<file path="src/rtl/noc_chan_pkg.sv">
// Shared mesh channel definitions: flit and flow-control field layout, head-flit
// fields, router address format and flit packing helpers.
package noc_chan_pkg;

  localparam int CHAN_W  = 38;
  localparam int FC_W    = 3;
  localparam int NUM_VCS = 4;
  localparam int VC_W    = 2;
  localparam int DATA_W  = 32;
  localparam int ADDR_W  = 4;

  localparam int CH_VALID = 0;
  localparam int CH_VC    = 1;
  localparam int CH_HEAD  = 3;
  localparam int CH_TAIL  = 4;
  localparam int CH_RSVD  = 5;
  localparam int CH_DATA  = 6;

  localparam int FC_VALID = 0;
  localparam int FC_VC    = 1;

  localparam int HD_DEST = 0;
  localparam int HD_SRC  = 4;
  localparam int HD_PAD  = 8;

  typedef struct packed {
    logic [1:0] x;
    logic [1:0] y;
  } router_addr_t;

  typedef enum logic {
    ST_IDLE = 1'b0,
    ST_BODY = 1'b1
  } nic_state_e;

  function automatic logic [0:DATA_W-1] head_data(
    input logic [0:ADDR_W-1] dest,
    input router_addr_t      src
  );
    logic [0:DATA_W-1] d;
    d = '0;
    d[HD_DEST +: ADDR_W] = dest;
    d[HD_SRC +: ADDR_W]  = {src.x, src.y};
    d[HD_PAD +: DATA_W-HD_PAD] = '0;
    return d;
  endfunction

  function automatic logic [0:CHAN_W-1] pack_flit(
    input logic [VC_W-1:0]   vc,
    input logic              head,
    input logic              tail,
    input logic [0:DATA_W-1] data
  );
    logic [0:CHAN_W-1] f;
    f = '0;
    f[CH_VALID]          = 1'b1;
    f[CH_VC +: VC_W]     = vc;
    f[CH_HEAD]           = head;
    f[CH_TAIL]           = tail;
    f[CH_RSVD]           = 1'b0;
    f[CH_DATA +: DATA_W] = data;
    return f;
  endfunction

endpackage

</file>
<file path="src/rtl/nic_credit_ctr.sv">
// Per-VC credit counter: saturating up/down count of free router buffer slots,
// with a full flag and a one-cycle overflow pulse on a surplus credit.
module nic_credit_ctr
  import noc_chan_pkg::*;
#(
  parameter int BUF_DEPTH = 8
) (
  input  logic                           clk,
  input  logic                           reset,
  input  logic                           dec,
  input  logic                           inc,
  output logic [$clog2(BUF_DEPTH+1)-1:0] count,
  output logic                           full,
  output logic                           ovf
);

  localparam int CNT_W = $clog2(BUF_DEPTH + 1);
  localparam logic [CNT_W-1:0] MAX_CNT = CNT_W'(BUF_DEPTH);

  function automatic logic [CNT_W-1:0] sat_step(
    input logic [CNT_W-1:0] c,
    input logic             up,
    input logic             dn
  );
    if (up && !dn) return (c == MAX_CNT) ? c : c + 1'b1;
    if (dn && !up) return (c == '0) ? c : c - 1'b1;
    return c;
  endfunction

  assign full = (count == MAX_CNT);
  assign ovf  = inc && !dec && full;

  always_ff @(posedge clk) begin
    if (reset) count <= MAX_CNT;
    else       count <= sat_step(count, inc, dec);
  end

endmodule

</file>
<file path="src/rtl/nic_inject.sv">
// Host-to-router injection interface: frames host words into head/body/tail flits
// on the router local port, choosing a drained VC round-robin per packet.
module nic_inject
  import noc_chan_pkg::*;
#(
  parameter int         BUF_DEPTH      = 8,
  parameter logic [0:3] ROUTER_ADDRESS = 4'b0000
) (
  input  logic        clk,
  input  logic        reset,
  input  logic        in_valid,
  output logic        in_ready,
  input  logic        in_first,
  input  logic        in_last,
  input  logic [0:3]  in_dest,
  input  logic [0:31] in_data,
  output logic [0:37] channel_out,
  input  logic [0:2]  flow_ctrl_in,
  output logic        error
);

  localparam int CNT_W = $clog2(BUF_DEPTH + 1);
  localparam router_addr_t SRC_ADDR = router_addr_t'(ROUTER_ADDRESS);

  nic_state_e state, state_nxt;

  logic [VC_W-1:0]               cur_vc, rr_ptr, pick_vc;
  logic                          pick_ok, first_pend;
  logic [NUM_VCS-1:0][CNT_W-1:0] cnt;
  logic [NUM_VCS-1:0]            full, ovf, inc, dec;
  logic                          head_fire, word_fire, proto_err;
  logic [0:CHAN_W-1]             flit_nxt, flit_p1;
  logic                          fc_vld;
  logic [VC_W-1:0]               fc_vc;

  assign fc_vld = flow_ctrl_in[FC_VALID];
  assign fc_vc  = flow_ctrl_in[FC_VC +: VC_W];

  for (genvar v = 0; v < NUM_VCS; v++) begin : g_vc
    nic_credit_ctr #(.BUF_DEPTH(BUF_DEPTH)) u_ctr (
      .clk   (clk),
      .reset (reset),
      .dec   (dec[v]),
      .inc   (inc[v]),
      .count (cnt[v]),
      .full  (full[v]),
      .ovf   (ovf[v])
    );
  end

  // Scan from farthest to nearest after the pointer so the nearest drained VC wins.
  always_comb begin
    pick_ok = 1'b0;
    pick_vc = rr_ptr;
    for (int i = NUM_VCS; i >= 1; i--) begin
      if (full[rr_ptr + VC_W'(i)]) begin
        pick_ok = 1'b1;
        pick_vc = rr_ptr + VC_W'(i);
      end
    end
  end

  always_ff @(posedge clk) begin
    if (reset) state <= ST_IDLE;
    else       state <= state_nxt;
  end

  always_comb begin
    state_nxt = state;
    case (state)
      ST_IDLE: if (in_valid && in_first && pick_ok) state_nxt = ST_BODY;
      ST_BODY: if (in_valid && in_ready && in_last) state_nxt = ST_IDLE;
      default: state_nxt = ST_IDLE;
    endcase
  end

  // The opening word is accepted in BODY with in_first still high; first_pend keeps it legal.
  always_comb begin
    in_ready  = 1'b0;
    head_fire = 1'b0;
    word_fire = 1'b0;
    proto_err = 1'b0;
    case (state)
      ST_IDLE: begin
        head_fire = in_valid && in_first && pick_ok;
        proto_err = in_valid && (!in_first || in_last);
      end
      ST_BODY: begin
        in_ready  = (cnt[cur_vc] != '0);
        word_fire = in_valid && in_ready;
        proto_err = in_valid && in_first && !first_pend;
      end
      default: ;
    endcase
  end

  always_comb begin
    for (int v = 0; v < NUM_VCS; v++) begin
      dec[v] = (head_fire && (pick_vc == VC_W'(v))) || (word_fire && (cur_vc == VC_W'(v)));
      inc[v] = fc_vld && (fc_vc == VC_W'(v));
    end
  end

  always_comb begin
    flit_nxt = '0;
    if (head_fire)      flit_nxt = pack_flit(pick_vc, 1'b1, 1'b0, head_data(in_dest, SRC_ADDR));
    else if (word_fire) flit_nxt = pack_flit(cur_vc, 1'b0, in_last, in_data);
  end

  // Stage p1: registered flit and packet bookkeeping
  always_ff @(posedge clk) begin
    if (reset) begin
      rr_ptr     <= VC_W'(NUM_VCS - 1);
      cur_vc     <= '0;
      first_pend <= 1'b0;
      error      <= 1'b0;
      flit_p1    <= '0;
    end else begin
      if (head_fire) begin
        rr_ptr     <= pick_vc;
        cur_vc     <= pick_vc;
        first_pend <= 1'b1;
      end else if (word_fire) begin
        first_pend <= 1'b0;
      end
      error   <= error | proto_err | (|ovf);
      flit_p1 <= flit_nxt;
    end
  end

  assign channel_out = flit_p1;

endmodule

</file>
<file path="config.mk">
export PLATFORM = sky130hd
export DESIGN_NAME = nic_inject
export DESIGN_NICKNAME = d
export VERILOG_FILES = /design/src/rtl/noc_chan_pkg.sv /design/src/rtl/nic_credit_ctr.sv /design/src/rtl/nic_inject.sv
export SDC_FILE = /design/constraint.sdc
export NUM_CORES = 1
export LEC_CHECK = 0
export ABC_AREA = 1
export BUFFER_PORTS_ARGS = -buffer_cell sky130_fd_sc_hd__buf_4
export CAP_MARGIN = 20
export CORE_MARGIN = 2
export CORE_UTILIZATION = 45
export CTS_CLUSTER_DIAMETER = 120
export CTS_CLUSTER_SIZE = 28
export DETAILED_ROUTE_END_ITERATION = 8
export GPL_ROUTABILITY_DRIVEN = 1
export GPL_TIMING_DRIVEN = 0
export PLACE_DENSITY = 0.7
export SLEW_MARGIN = 10
export SYNTH_ARGS = -nofsm -noshare
export SYNTH_HDL_FRONTEND = slang
export SYNTH_SLANG_ARGS = --single-unit
</file>
<file path="constraint.sdc">
create_clock -name clk -period 3.52 [get_ports clk]
set_input_delay 0.352 -clock clk [delete_from_list [all_inputs] [get_ports clk]]
set_output_delay 0.352 -clock clk [all_outputs]
set_load 0.01 [all_outputs]
</file>
---- Word-level counts from Yosys, hierarchy flattened ----
Cells that the tools add are included.
storage, ports and cells
  input bits .............................. 44
  register bits ........................... 61
  output and inout bits ................... 40
cells by class
  muxes and demuxes ....................... 72
  equality and inequality tests ........... 17
  $lt $le $gt $ge ......................... 5
  reductions and logical operators ........ 66
  bitwise operators ....................... 4
  $add $sub $neg .......................... 11
operators with widths
  kind                                                                     number
  4-bit 2-to-1 mux                                                         25
  38-bit 2-to-1 mux                                                        2
  1-bit 2-to-1 mux                                                         35
  1-bit logical AND                                                        31
  4-bit by 1-bit adder with 4-bit output, second input constant            4
  4-bit == test, second input constant                                     4
  4-bit zero test                                                          4
  4-bit by 1-bit subtractor with 4-bit output, second input constant       4
  2-bit by 3-bit < comparator with 1-bit output, second input constant     5
  2-bit == test, second input constant                                     6
  3-bit by 2-bit inequality test with 1-bit output, second input constant  4
  1-bit zero test                                                          10
  2-bit nonzero test                                                       5
  1-bit binary-select mux with 2-bit select                                4
  4-bit binary-select mux with 2-bit select                                1
  2-bit AND reduction                                                      4
  2-bit by 1-bit == test with 1-bit output, second input constant          3
  2-bit zero test                                                          3
  2-bit 2-to-1 mux                                                         3
  1-bit logical OR                                                         5
  2-bit adder, second input constant                                       2
  1-bit one-hot mux with 2 select lines                                    2
  4-bit nonzero test                                                       1
  4-bit OR reduction                                                       1
  5 further kinds                                                          7

---- Longest topological paths before layout ----
Gate-level depths: netlist of run 1.
  depth after elaboration ................. 19
  mapped depth ............................ 21

---- By module ----
From an unflattened synthesis of run 1, not the netlist that was laid out.
second synthesis, totals
  cell total of the unflattened synthesis .. 492
  area, all modules ....................... 3,477.1 sq um
modules (own cells, without submodules)
  module          times used  seq. area each (sq um)  area each (sq um)  cells each
  nic_inject      1           880.8                   1,860.5            252
  nic_credit_ctr  4           80.1                    404.1              60

---- Worst setup path after synthesis of run 1 ----
Ideal clock, no wire load.
  path type ............................... reg-to-reg
  from .................................... reg g_vc[1].u_ctr.count[0]
  to ...................................... reg g_vc[3].u_ctr.count[0]
  data arrival time ....................... 2.535 ns
  period minus slack after synthesis ...... 2.658 ns
  cell stages (with the launch flop) ...... 20
  setup slack ............................. 0.862 ns
  path buffers ............................ 0
  library setup time ...................... 0.123 ns
  cells stage by stage .................... dfxtp_1 > inv_1 > ha_1 > nand3_4 > nand2_1 > nand2_1 > nand2_1 > o21ai_2 > inv_2 > nand3_4 > nor2_1 > nor2_1 > ha_1 > inv_1 > nand2_1 > inv_1 > a41oi_1 > o21ai_0 > o21ai_0 > a21oi_1
on the way
  cells in the longest elaborated chain, start to end .. 17
  elaborated cells between the ends (all ways) .. 41
RTL lines
  what                                                                                                            line                                        RTL
  from (decl)                                                                                                     nic_credit_ctr.sv:12                        output logic [$clog2(BUF_DEPTH+1)-1:0] count,
  from (signal assigned)                                                                                          nic_credit_ctr.sv:35                        else count <= sat_step(count, inc, dec);
  4-bit == test                                                                                                   nic_credit_ctr.sv:30                        assign full = (count == MAX_CNT);
  1-bit binary-select mux with 2-bit select                                                                       nic_inject.sv:56                            if (full[rr_ptr + VC_W'(i)]) begin
  1-bit 2-to-1 mux (implied by the code)                                                                          nic_inject.sv:56
  1-bit 2-to-1 mux (4 in a row)                                                                                   nic_inject.sv:56
  1-bit logical AND                                                                                               nic_inject.sv:85                            head_fire = in_valid && in_first && pick_ok;
  1-bit 2-to-1 mux                                                                                                nic_inject.sv:83                            case (state)
  1-bit logical AND                                                                                               nic_inject.sv:99                            dec[v] = (head_fire && (pick_vc == VC_W'(v))) || (word_fire && (cur_vc == VC_W'(v)));
  1-bit logical OR *                                                                                              nic_inject.sv:99
  1-bit zero test / 1-bit logical AND (equally long branches)                                                     nic_credit_ctr.sv:25, nic_credit_ctr.sv:26
  1-bit logical AND / 1-bit 2-to-1 mux (equally long branches)                                                    nic_credit_ctr.sv:25, nic_credit_ctr.sv:26
  1-bit 2-to-1 mux, on equally long branches                                                                      nic_credit_ctr.sv:25, nic_credit_ctr.sv:26
  1-bit 2-to-1 mux                                                                                                nic_credit_ctr.sv:34                        if (reset) count <= MAX_CNT;
  3-bit by 2-bit inequality test with 1-bit output (no source line) / 2-bit nonzero test (equally long branches)  --
  2-bit AND reduction (no source line)                                                                            --
  to (signal assigned)                                                                                            nic_credit_ctr.sv:35
  to (decl)                                                                                                       nic_credit_ctr.sv:12
Mark *: on every way between the ends. The rest lies on a longest branch, timed or not. The select of a mux whose other input is x is not followed.
A chain may end at the register's enable or synchronous reset.

---- Worst setup path after layout of run 1 ----
  from .................................... reg g_vc[3].u_ctr.count[1]
  to ...................................... reg g_vc[1].u_ctr.count[0]
on the way
  cells in the longest elaborated chain, start to end .. 17
  elaborated cells between the ends (all ways) .. 41
RTL lines
  what                                                                                                            line
  4-bit == test                                                                                                   nic_credit_ctr.sv:30
  1-bit binary-select mux with 2-bit select                                                                       nic_inject.sv:56
  1-bit 2-to-1 mux (implied by the code)                                                                          nic_inject.sv:56
  1-bit 2-to-1 mux (4 in a row)                                                                                   nic_inject.sv:56
  1-bit logical AND                                                                                               nic_inject.sv:85
  1-bit 2-to-1 mux                                                                                                nic_inject.sv:83
  1-bit logical AND                                                                                               nic_inject.sv:99
  1-bit logical OR *                                                                                              nic_inject.sv:99
  1-bit zero test / 1-bit logical AND (equally long branches)                                                     nic_credit_ctr.sv:25, nic_credit_ctr.sv:26
  1-bit logical AND / 1-bit 2-to-1 mux (equally long branches)                                                    nic_credit_ctr.sv:25, nic_credit_ctr.sv:26
  1-bit 2-to-1 mux, on equally long branches                                                                      nic_credit_ctr.sv:25, nic_credit_ctr.sv:26
  1-bit 2-to-1 mux                                                                                                nic_credit_ctr.sv:34
  3-bit by 2-bit inequality test with 1-bit output (no source line) / 2-bit nonzero test (equally long branches)  --
  2-bit AND reduction (no source line)                                                                            --
Marks and branches as above.

==> metrics.yaml, run 1 <==
setup_path:
  critPathSlowestCell: "dfxtp_1"
  critPathMaxStageDelay_ns: 0.41
  crit_arrival_ns: 3.35
  cp_cell_sequence: "inv_1 -> ha_1 -> nand2_1 -> nor2_1 -> nand2_1 -> nand4_1 -> o21ai_2 -> inv_2 -> nand3_4 -> nor2_1 -> nor2_1 -> ha_1 -> inv_1 -> nand2_1 -> inv_1 -> a41oi_1 -> o21ai_0 -> o21ai_0 -> a21oi_1"
  cp_max_fo: 7
  startpoint_type: "flop"
  end_kind: "flop"
  path_class: "reg -> reg"
  cp_data_required_time_ns: 3.73
final_layout:
  n_antenna_cell: 0
  area_growth_pct: 29.0
  multi_input_area_sq_um: 1690
  fillers: 668
  nets: 570
  post_route_cells_drive_above_1_share_pct: 33.7
  seq_area_sq_um: 1200
yosys:
  synth_edf_count: 0
  synth_cell_types: 43
  async_flop_share_pct: 0
  synth_top_cells_by_area: "dfxtp_1 (37%), nand2_1 (8.8%), ha_1 (7.7%)"
  ys_seq_area_share_pct: 36.8
  synth_top_area_share_pct: 36.8
  syn_area_sq_um: 3270
  ys_warn_count: 0
  synth.most_common_cell: "nand2_1"
  ys_seq_elements: 60
  yosys_most_used_dff: "dfxtp_1"
  ys_top_cells_by_count: "nand2_1 (77), inv_1 (62), dfxtp_1 (60)"
  yosys.area.top_type: "dfxtp_1"
  synth.avg_cell_area_sq_um: 7.91
  syn_inst: 413
  synth_nets: 477
pwr:
  leakage_nw: 2.10
  clkPwrFrac_pct: 28.8
  p_sw_share_pct: 36.3
  combPwrFrac_pct: 35.5
  pwr_density_cell_nw_per_um2: 519
  peakVddDrop_mv: 0.370
  switching_power_mw: 0.795
  p_int_mw: 1.39
  finalPower_mw: 2.19
  seq_power_share_pct: 35.7
routing:
  dr.first_iter.drc_count: 129
  routed_wirelength_microns: 7200
  drcViolationCount: 0
  vias_per_cell: 4.74
  ant_nets: 0
  drt-pass1-iter-count: 5
  wl_per_cell_microns: 11.8
  vias: 2885
sta:
  skew_ns: 0.00979
  period_minus_slack_ns: 3.15
  rsz0062_at_grt: "no"
  fmax_ghz: 0.318
  setup_ws_ns: 0.375
  finalSetupViolCount: 0
  fin_crit_sh_pct: 89.4
  finalHoldViolations: 0
  slew_viol_final: 0
  setup_tns_ns: 0
cts:
  clock_latency_ns: 0.33
  htreeDepth: 3
  path_clk_slew_ns: 0.07
  cts_buffer_depth: 2
  cts_root_buffer: "clkbuf_8"
  cts_buffers: 9
  post-cts-setup-buffers: 0
  cts_sinks: 60
  cts_tree: "done"
placement:
  dp_slack_ns: 0.292
  place.gp.congestion: 0.865
  hpwl_microns: 5620
  numPortBuffers: 82
global_routing:
  grt_pass1_vias: 2665
  grtUsageTotal_pct: 18.9
  antenna_found_initial: 0
  grt_pass1_wl_microns: 11600
  overflow: 0
  grt_max_degree: 11
floorplanning:
  rows: 31
  die_w_microns: 89.2
  die_y_microns: 89.2
  dieArea_sq_um: 7960
  core_area_sq_um: 7140
  io_pins: 84
  start_util_pct: 45.8
status:
  status: "finished clean"
run:
  cap_violations: 0
hold_path:
  hold_path_class: "in -> reg"
==> registers in the layout, summed over array words and instances, names as in the netlist <==
register,count
channel_out,37
g_vc.u_ctr.count,16
cur_vc,2
rr_ptr,2
error,1
first_pend,1
state,1
==> layer usage <==
metal / track usage (%) / share of wire, %
met1: 23.2 / 43
met4: 8.82 / 1.6
met5: 0 / 0
met2: 30.0 / 49
met3: 6.09 / 6.4
==> logic make-up (layout without fill, tap and decap cells) <==
family	count (synthesis)	in the layout	share of synthesized area, %
compound gates	60	60	11.5
xor+xnor	11	11	2.95
fa+ha+maj	20	20	7.66
buf+inv	85	182	11.7
flops	60	60	36.8
other cells	1	1	0.115
simple gates	176	176	29.4
==> critical path: cells and delay by family, from the launching register on <==
kind            cells  cell delay [ns]
compound gates      5             1.06
simple gates        8             0.80
flops               1             0.41
fa+ha+maj           2             0.38
buf+inv             4             0.36
==> per-stage QoR <==
stage | instance area (sq um) | utilization, % | cells | hold WS [ns]
finish | 4220 | 59.1 | 609 | 0.216
global route | 4220 | 59.1 | 609 | 0.184
CTS | 4210 | 59.0 | 609 | 0.192
detailed placement | 4010 | 56.2 | 594 | 0.461
global placement | 4010 | 56.2 | 594 | 0.461
floorplan | 3270 | - | 413 | 0.446
==> power groups by stage <==
stage,sequential [mW],clock [mW],combinational (mW)
after floorplan,0.797,0,0.565
after global placement,0.794,0,0.752
after detailed placement,0.796,0,0.768
after CTS,0.781,0.644,0.772
after global routing,0.789,0.672,0.875
final,0.781,0.631,0.778
==> cell type report <==
class,count,area share [%]
clock inverter,4,1.16
buffer,9,2.05
multi-input combinational,268,40.2
sequential,60,28.5
tap,99,2.94
timing repair buffer,82,14.6
inverter,76,7.01
clock buffer,11,3.59
==> final timing paths <==
check | start | to | slack (ns) | cells past startpoint
min | in_data[2] | channel_out[8] | 0.22 | 3
max reg2reg | g_vc[3].u_ctr.count[1] | g_vc[1].u_ctr.count[0] | 0.37 | 19
min reg2reg | first_pend | first_pend | 0.47 | 2
max | g_vc[3].u_ctr.count[1] | g_vc[1].u_ctr.count[0] | 0.37 | 19
==> what timing repair did <==
| action | in CTS | in global routing |
|---|---|---|
| resized for setup | 0 | 1 |
| hold buffers | 0 | 0 |
| setup endpoints to repair | 0 | 1 |
==> layout by cell type (no fill, tap or decap), drive strengths merged, types with 2 or more instances in the layout <==
cell type	n
buf	90
ha	20
o211ai	5
nand4	7
nand2	81
or2	2
clkinv	3
clkbuf	12
o21ai	18
nand3	28
a21boi	2
nor2	52
o22ai	4
xnor2	2
a21oi	19
nor3	5
inv	76
o221ai	4
xor2	9
a41oi	2
dfxtp	60
a31oi	3
Power figures use the tool's default switching activity.
==> run 2, diff against run 1 <==
--- a/config.mk
+++ b/config.mk
@@ -16,6 +16,7 @@
 export GPL_ROUTABILITY_DRIVEN = 1
 export GPL_TIMING_DRIVEN = 0
 export PLACE_DENSITY = 0.7
+export RECOVER_POWER = 25
 export SLEW_MARGIN = 10
 export SYNTH_ARGS = -nofsm -noshare
 export SYNTH_HDL_FRONTEND = slang
==> run 2 against run 1 <==
First-iteration DRC count stayed put. Worst setup slack lost 0.0049 ns. Wire length is 0.65% lower. Sequential share of layout area grew 0.62 points. Non-clock buffer count unchanged. Critical path type unchanged. Largest power group unchanged.
==> metrics.yaml, run 2 (synthesized netlist as in run 1, its figures left out) <==
setup_path:
  regToRegStartpoint: "g_vc[3].u_ctr.count[1]"  # unchanged
  startpoint_type: "flop"  # unchanged
  path_class: "reg -> reg"  # unchanged
  rr_worst_depth: 19  # unchanged
  crit_arrival_ns: 3.36  # was 3.35 ns
  r2r-end: "g_vc[1].u_ctr.count[0]"  # unchanged
  critPathSlowestCell: "dfxtp_1"  # unchanged
  cp_cell_sequence: "inv_1 -> ha_1 -> nand2_1 -> nor2_1 -> nand2_1 -> nand4_1 -> o21ai_2 -> inv_2 -> nand3_4 -> nor2_1 -> nor2_1 -> ha_1 -> inv_1 -> nand2_1 -> inv_1 -> a41oi_1 -> o21ai_0 -> o21ai_0 -> a21oi_1"  # unchanged
  rrSetupSlack_ns: 0.37  # about the same
  cp_max_fo: 7  # unchanged
  end_kind: "flop"  # unchanged
  critPathMaxStageDelay_ns: 0.41  # about the same
  cp_data_required_time_ns: 3.73  # about the same
  cp_num_buf_inv: 4  # unchanged
  crit_family: "compound AO/OA/AOI/OAI gates"  # unchanged
routing:
  routed_wirelength_microns: 7150  # was 7200 microns
  dr.first_iter.drc_count: 129  # unchanged
  drcViolationCount: 0  # unchanged
  vias: 2894  # was 2885
  vias_per_cell: 4.75  # was 4.74
  drt-pass1-iter-count: 4  # was 5
  ant_nets: 0  # unchanged
  wl_per_cell_microns: 11.7  # was 11.8 microns
sta:
  period_minus_slack_ns: 3.15  # about the same
  fin_hold_ws_ns: 0.216  # about the same
  fin_crit_sh_pct: 89.5  # was 89.4%
  setup_tns_ns: 0  # unchanged
  skew_ns: 0.00933  # was 0.00979 ns
  fmax_ghz: 0.317  # was 0.318 GHz
  finalSetupViolCount: 0  # unchanged
  finalHoldViolations: 0  # unchanged
  rsz0062_at_grt: "no"  # unchanged
  slew_viol_final: 0  # unchanged
global_routing:
  overflow: 0  # unchanged
  grt_max_degree: 11  # unchanged
  grtUsageTotal_pct: 18.9  # unchanged
  grt_pass1_vias: 2665  # unchanged
  grt_pass1_wl_microns: 11600  # unchanged
  antenna_found_initial: 0  # unchanged
cts:
  path_clk_slew_ns: 0.07  # about the same
  cts_buffers: 9  # unchanged
  cts_buffer_depth: 2  # unchanged
  cts_root_buffer: "clkbuf_8"  # unchanged
  hold_buffers: 0  # unchanged
  clock_latency_ns: 0.33  # about the same
  cts_sinks: 60  # unchanged
  htreeDepth: 3  # unchanged
  cts_tree: "done"  # unchanged
pwr:
  peakVddDrop_mv: 0.366  # was 0.370 mV
  switching_power_mw: 0.790  # was 0.795 mW
  p_sw_share_pct: 36.3  # about the same
  leakage_nw: 2.00  # was 2.10 nW
  p_int_mw: 1.39  # about the same
  clkPwrFrac_pct: 28.8  # about the same
  combPwrFrac_pct: 35.3  # was 35.5%
  seq_power_share_pct: 35.9  # was 35.7%
  pwr_density_cell_nw_per_um2: 528  # was 519 nW/um^2
final_layout:
  mostFrequentLayoutCell: "nand2_1"  # was buf_4
  nets: 570  # unchanged
  mostFrequentLayoutCells: "nand2_1 (77), inv_1 (62), dfxtp_1 (60)"  # was buf_4 (83), nand2_1 (77), inv_1 (62)
  post_route_cells_drive_above_1_share_pct: 29.0  # was 33.7%
  largest_reg_flops: 37  # unchanged
  area_growth_pct: 26.2  # was 29.0%
  n_antenna_cell: 0  # unchanged
hold_path:
  worstHoldPathCells: 3  # unchanged
  hold_path_class: "in -> reg"  # unchanged
  min_to: "channel_out[8]"  # unchanged
  min_from: "in_data[2]"  # unchanged
floorplanning:
  die_w_microns: 89.2  # unchanged
  io_pins: 84  # unchanged
  core_area_sq_um: 7140  # unchanged
  rows: 31  # unchanged
  die_y_microns: 89.2  # unchanged
  start_util_pct: 45.8  # unchanged
  dieArea_sq_um: 7960  # unchanged
placement:
  place.gp.congestion: 0.865  # unchanged
  numPortBuffers: 82  # unchanged
  hpwl_microns: 5620  # unchanged
status:
  status: "finished clean"  # unchanged
run:
  cap_violations: 0  # unchanged
[run 2: power by group through the flow]
stage          clock network (mW)  logic, mW  registers, mW
6_report                    0.627      0.769          0.781
5_1_grt                     0.672      0.867          0.789
4_1_cts                     0.644      0.772          0.781
3_5_place_dp                    0      0.768          0.796
3_3_place_gp                    0      0.752          0.794
2_1_floorplan                   0      0.565          0.797
[run 2: repair_timing]
item,4_1_cts,5_1_grt
gates resized for setup,0,1
endpoints found under the setup margin,0,1
endpoints found under the hold margin,0,0
setup buffers,0,0
[run 2: routing by layer]
metal / vias up / GRT usage (%) / wire length [microns]
met5: - / 0 / 0
met4: 0 / 8.82 / 118
met3: 11 / 6.09 / 420
met2: 67 / 30.0 / 3510
met1: 1308 / 23.2 / 3100
li1: 1508 / - / -
[run 2: worst max path at each step]
stage / from / end / slack [ns] / cells after the start
2_1_floorplan: g_vc[1].u_ctr.count[0] / g_vc[3].u_ctr.count[0] / 0.86 / 19
3_3_place_gp: g_vc[3].u_ctr.count[0] / g_vc[3].u_ctr.count[0] / 0.44 / 19
6_report: g_vc[3].u_ctr.count[1] / g_vc[1].u_ctr.count[0] / 0.37 / 19
5_1_grt: g_vc[3].u_ctr.count[1] / g_vc[1].u_ctr.count[0] / 0.02 / 19
4_1_cts: g_vc[3].u_ctr.count[1] / g_vc[3].u_ctr.count[0] / 0.25 / 19
3_5_place_dp: g_vc[3].u_ctr.count[0] / g_vc[3].u_ctr.count[0] / 0.29 / 19
[run 2: worst min-delay path: cells and delay by family]
family / cells / cell delay (ns)
buf+inv: 1 / 0.08
simple gates: 2 / 0.09
[run 2: layout make-up]
type                            instances  area (sq um)
Multi-Input combinational cell        268          1690
Timing Repair Buffer                   82           526
Tap cell                               99           124
Inverter                               76           295
Buffer                                  9          86.3
Fill cell                             692          3010
Clock buffer                           11           151
Clock inverter                          4          48.8
Sequential cell                        60          1200
[run 2: through the flow]
stage	worst slack, ns	cell area (sq um)	total power [mW]	instances	utilization [%]
floorplan	0.862	3270	1.36	413	-
global placement	0.438	4010	1.55	594	56.2
detailed placement	0.292	4010	1.56	594	56.2
CTS	0.253	4210	2.20	609	59.0
global route	0.0225	4130	2.33	609	57.8
finish	0.370	4130	2.18	609	57.8
